<file path="config.mk">
export PLATFORM = sky130hd
export DESIGN_NAME = floating_point_operand_pairer
export DESIGN_NICKNAME = d
export VERILOG_FILES = /design/src/rtl/floating_point_operand_pairer.sv
export SDC_FILE = /design/constraint.sdc
export NUM_CORES = 1
export LEC_CHECK = 0
export ABC_AREA = 1
export BUFFER_PORTS_ARGS = -buffer_cell sky130_fd_sc_hd__buf_2
export CORE_MARGIN = 2
export CORE_UTILIZATION = 59
export CTS_BUF_LIST = sky130_fd_sc_hd__clkbuf_2 sky130_fd_sc_hd__clkbuf_4 sky130_fd_sc_hd__clkbuf_8
export CTS_CLUSTER_SIZE = 8
export DETAILED_ROUTE_END_ITERATION = 6
export GPL_ROUTABILITY_DRIVEN = 0
export GPL_TIMING_DRIVEN = 0
export PLACE_DENSITY = 0.94
export SLEW_MARGIN = 10
export SYNTH_ARGS = -nofsm -noshare
export SYNTH_HDL_FRONTEND = slang
export SYNTH_SLANG_ARGS = --single-unit
</file>
<file path="constraint.sdc">
create_clock -name clk_i -period 11 [get_ports clk_i]
set_clock_uncertainty 0.2 [all_clocks]
set_input_delay 2.2 -clock clk_i [delete_from_list [all_inputs] [get_ports clk_i]]
set_output_delay 2.2 -clock clk_i [all_outputs]
set_load 0.05 [all_outputs]
</file>
<file path="src/rtl/floating_point_operand_pairer.sv">
// floating_point_operand_pairer
//   Collects a stream of floating-point operands into pairs for a two-input
//   adder. Operands are paired in the order they arrive: the earlier one goes
//   to fp_a_o and the later one to fp_b_o. When a group has an odd number of
//   operands, its last operand is paired with +0. Operand bits are never
//   inspected or altered.
//
// Ports
//   clk_i        : clock; all state changes on the rising edge
//   rst_i        : asynchronous active-high reset
//   fp_i         : incoming operand {sign, exponent, fraction}
//   valid_i      : fp_i / last_i are valid
//   last_i       : fp_i is the final operand of its group
//   ready_o      : an input is accepted this cycle when valid_i is also high
//   fp_a_o       : first operand of the pair
//   fp_b_o       : second operand of the pair
//   valid_o      : the pair on fp_a_o / fp_b_o / last_o is valid
//   ready_i      : downstream accepts the pair
//   last_o       : the pair closes a group
//   pair_count_o : number of pairs loaded since reset (wraps at 16 bits)
module floating_point_operand_pairer #(
  parameter int EXP_WIDTH  = 8,
  parameter int FRAC_WIDTH = 23
) (
  input  logic                              clk_i,
  input  logic                              rst_i,
  input  logic [EXP_WIDTH+FRAC_WIDTH:0]     fp_i,
  input  logic                              valid_i,
  input  logic                              last_i,
  output logic                              ready_o,
  output logic [EXP_WIDTH+FRAC_WIDTH:0]     fp_a_o,
  output logic [EXP_WIDTH+FRAC_WIDTH:0]     fp_b_o,
  output logic                              valid_o,
  input  logic                              ready_i,
  output logic                              last_o,
  output logic [15:0]                       pair_count_o
);

  localparam int W = 1 + EXP_WIDTH + FRAC_WIDTH;

  typedef enum logic {
    IDLE = 1'b0,
    HOLD = 1'b1
  } state_t;

  state_t         state_q, state_d;
  logic [W-1:0]   hold_q, hold_d;
  logic [W-1:0]   a_q, a_d;
  logic [W-1:0]   b_q, b_d;
  logic           last_q, last_d;
  logic           valid_q, valid_d;
  logic [15:0]    count_q, count_d;

  logic           accept;
  logic           load;

  // The output register can take a new pair when it is empty or is being
  // drained by downstream in this same cycle.
  assign ready_o = !valid_q || ready_i;
  assign accept  = valid_i && ready_o;

  always_comb begin
    state_d = state_q;
    hold_d  = hold_q;
    a_d     = a_q;
    b_d     = b_q;
    last_d  = last_q;
    count_d = count_q;
    load    = 1'b0;
    // Drop valid once downstream has taken the pair; a new load below
    // overrides this so back-to-back pairs keep valid high.
    valid_d = valid_q && !ready_i;

    if (accept) begin
      unique case (state_q)
        IDLE: begin
          if (last_i) begin
            load   = 1'b1;
            a_d    = fp_i;
            b_d    = '0;
            last_d = 1'b1;
          end else begin
            hold_d  = fp_i;
            state_d = HOLD;
          end
        end
        HOLD: begin
          load    = 1'b1;
          a_d     = hold_q;
          b_d     = fp_i;
          last_d  = last_i;
          state_d = IDLE;
        end
        default: state_d = IDLE;
      endcase
    end

    if (load) begin
      valid_d = 1'b1;
      count_d = count_q + 16'd1;
    end
  end

  always_ff @(posedge clk_i or posedge rst_i) begin
    if (rst_i) begin
      state_q <= IDLE;
      hold_q  <= '0;
      a_q     <= '0;
      b_q     <= '0;
      last_q  <= 1'b0;
      valid_q <= 1'b0;
      count_q <= '0;
    end else begin
      state_q <= state_d;
      hold_q  <= hold_d;
      a_q     <= a_d;
      b_q     <= b_d;
      last_q  <= last_d;
      valid_q <= valid_d;
      count_q <= count_d;
    end
  end

  assign fp_a_o       = a_q;
  assign fp_b_o       = b_q;
  assign last_o       = last_q;
  assign valid_o      = valid_q;
  assign pair_count_o = count_q;

endmodule
</file>
[Yosys cells after proc, flatten, opt, wreduce, memory -nomap -nowiden]
Index checks and enable logic that the tools add are counted.
Storage, ports and cells
  input bits: 37
  word-level logic and storage cells: 30
  register bits: 115
Operators by class
  reduce and logical (&&, ||, !) cells: 7
  add/subtract/negate cells: 1
  muxes and demuxes: 12
  equal/unequal tests: 1
  bitwise logic cells: 2
Operators by type and width (count)
  $pmux 32 s2: 2
  $mux 32: 2
  $add 16x1->16 const B: 1
  $pmux 1 s2: 3
  $mux 1: 5
  $reduce_and 3->1: 1
  $logic_and 1x1->1: 2
  $logic_not 1->1: 2
  $ne 2x2->1 const B: 1
  $not 1->1: 2
  $reduce_and 2->1: 1
  $logic_or 1x1->1: 1

[Depth between registers and ports, before layout]
  depth after elaboration: 5
  gate-level depth with buffers: 8

[Worst setup path before layout]
No wires, ideal clock.
  kind: input to output
  start: input ready_i
  end: output ready_o
  data required time: 8.600 ns
  slack: 5.978 ns
  data arrival time: 2.622 ns
  stages on the path: 2
  path buffers: 0
  path through: inv_1 nand2_1
Between the ends
  cells in the longest elaborated chain, start to end: 1
RTL lines
  start, declared: line 34  | input logic ready_i,
  $logic_or 1x1->1: line 59  | assign ready_o = !valid_q || ready_i;
  end, declared: line 30  | output logic ready_o,
No other way between the ends.

[Worst setup path after layout]
Ends and elaborated chain as after synthesis.

==> reports/metrics.yaml <==
setup_violations: 0
path_buf_inv: 3
hp-class: "reg -> reg"
cts_resized: 0
design.core.area_um2: 7810
grt_use_met3: 0.0754
synthMostInstantiatedCell: "nand2_1"
holdPathStages: 2
clockBufferDepth: 2
power_frac_clock: 0.255
holdWs_ns: 0.288
wl_per_cell_um: 15.6
drtPass1Iterations: 6
seqPwrFrac: 0.392
grt_use_total: 0.295
worstSetupPathDepth: 4
grt_busiest_layer: "met2"
grt_pass1_wl_mm: 19.9
synth_edf_count: 0
hold_viol: 0
dr.first_iter.drc_count: 380
ys_ff_latch: 115
synth_nets: 573
synth.distinct_cells: 24
async_reset_ff_frac: 1.00
crit_top_cell: "buf_2"
finalCritPeriodShare: 0.465
final_area_um2: 5960
overflow: 0
grt_max_degree: 71
grtUsageMet2: 0.478
p_switching_uw: 678
powerDensity_nw_per_um2: 259
wl_mm: 12.3
ir_drop_v: 0.000170
reg2regPathDepth: 4
critPathKind: "in -> out"
drv_slew: 0
worstMarginPinSlew_ns: 0.539
cp.arrival_ns: 2.72
root_buffer: "clkbuf_8"
synth_top_area_share: 0.600
clock-sinks: 115
die_y_um: 94.2
yosysSeqAreaShare: 0.600
met1_usage: 0.383
clock_latency_ns: 0.43
io_buffers: 119
worst_ep_required_time_ns: 8.60
p_sw_frac: 0.440
critical-path-slowest-cell: "buf_2"
postCtsSetupBuffers: 0
cp_top_family: "buffers and inverters"
area_growth_pct: 24.1
drive_above_1_share: 0.263
initial_core_util: 0.615
yosysTopAreaCell: "dfrtp_1"
worst_setup_path_start_kind: "input port"
synth-main-ff-cell: "dfrtp_1"
place_hpwl_mm: 8.56
clock.fmax_mhz: 195
critPathMaxFanout: 3
intPower_uw: 864
maxCapViolCount: 0
die_x_um: 94.2
path_clk_slew_ns: 0.07
io_pins: 120
row_count: 32
p_comb_frac: 0.353
finalCriticalPeriod_ns: 5.12
drcViolationCount: 0
syn_area_um2: 4800
cts_made_buffers: 17
max-slew-margin-rel: 0.641
yosys-top-cells-area: "dfrtp_1, o21ai_0, nand2_1"
final_antenna_net_count: 0
p_leak_uw: 0.00318
fin_nets: 712
synth_warnings: 0
status: "complete, no violations"
rsz0062_at_grt: "false"
vias: 4281
ys_top_cells_by_count: "nand2_1, o21ai_0, dfrtp_1"
cts_tree: "yes"
vias_per_cell: 5.43
first_global_vias: 4246
synth_cells: 535
grt_antenna_before_repair: 0
crit_path_cell_trace: "buf_2 > inv_1 > nand2_1 > buf_2"
critPathMaxStageDelay_ns: 0.22
design.die.area_um2: 8870
endpoint_kind: "primary output"
htreeDepth: 4
dpl_cell_area_um2: 5560
hold_buffers: 0
num_antenna_cells: 0
avgSynthCellArea_um2: 8.97
tns_ns: 0
==> cell families (layout without fill, tap and decap cells) <==
kind of cell / after synthesis / after routing / share of synthesized area
DFF: 115 / 115 / 0.600
adders and majority gates: 1 / 1 / 0.00261
xor gates and xnor gates: 6 / 6 / 0.0109
and+or+nand+nor: 200 / 200 / 0.171
buffers and inverters: 79 / 231 / 0.0725
AOI/OAI and AO/OA: 134 / 134 / 0.143
==> final cells by class <==
type	instances	area, um2
Clock inverter	14	154
Fill cell	540	1850
Timing Repair Buffer	120	623
Clock buffer	18	248
Inverter	50	193
Buffer	29	160
Multi-Input combinational cell	341	1570
Sequential cell	115	2880
Tap cell	102	128
==> path summary, 6_finish.rpt <==
check	start	endpoint	slack [ns]
min in group asynchronous	rst_i	fp_a_o[2]	1.58
setup / recovery	ready_i	ready_o	5.88
setup reg to reg	valid_o	fp_b_o[2]	9.22
max in group asynchronous	rst_i	hold_q[10]	8.35
hold reg to reg	hold_q[5]	hold_q[5]	0.29
hold / removal	hold_q[5]	hold_q[5]	0.29
==> registers in the layout, summed over array words and instances (netlist names) <==
name          flops
state_q           1
hold_q           32
last_o            1
fp_a_o           32
valid_o           1
fp_b_o           32
pair_count_o     16
==> power by group through the flow <==
stage               logic, uW  clock network (uW)  registers (uW)
global placement          526                   0             600
CTS                       546                 395             602
floorplan                 140                   0             860
detailed placement        542                   0             606
finish                    544                 393             604
global route              580                 415             614
==> layout by cell type, fill, tap and decap left out, types with 7 or more instances in the layout <==
master,n
nand2_1,169
buf_2,131
o21ai_0,129
dfrtp_1,115
inv_1,49
clkbuf_8,18
clkbuf_1,10
nand3_1,8
nor2_1,7
nand4_1,7
==> metrics by stage <==
step	utilization	setup WS, ns	std cells	power (uW)
global route	0.763	5.85	789	1610
finish	0.763	5.88	789	1540
CTS	0.763	5.88	789	1540
floorplan	-	5.56	535	999
global placement	0.707	4.53	756	1130
detailed placement	0.712	5.88	757	1150
==> worst register-to-register path, cell delays in order (launching register included) <==
cell,delay (ns)
dfrtp_1,0.42
a21boi_4,0.24
nand2_1,0.24
clkbuf_1,0.33
o21ai_0,0.26
==> routing by layer <==
metal | part of all wire | wire length [um] | vias to the layer above
met4 | 0.021 | 263 | 0
met5 | 0 | 0 | -
met2 | 0.49 | 6040 | 206
met1 | 0.41 | 5050 | 2061
li1 | - | - | 1985
met3 | 0.076 | 936 | 29
No activity file was read; power rests on OpenSTA's default activity.
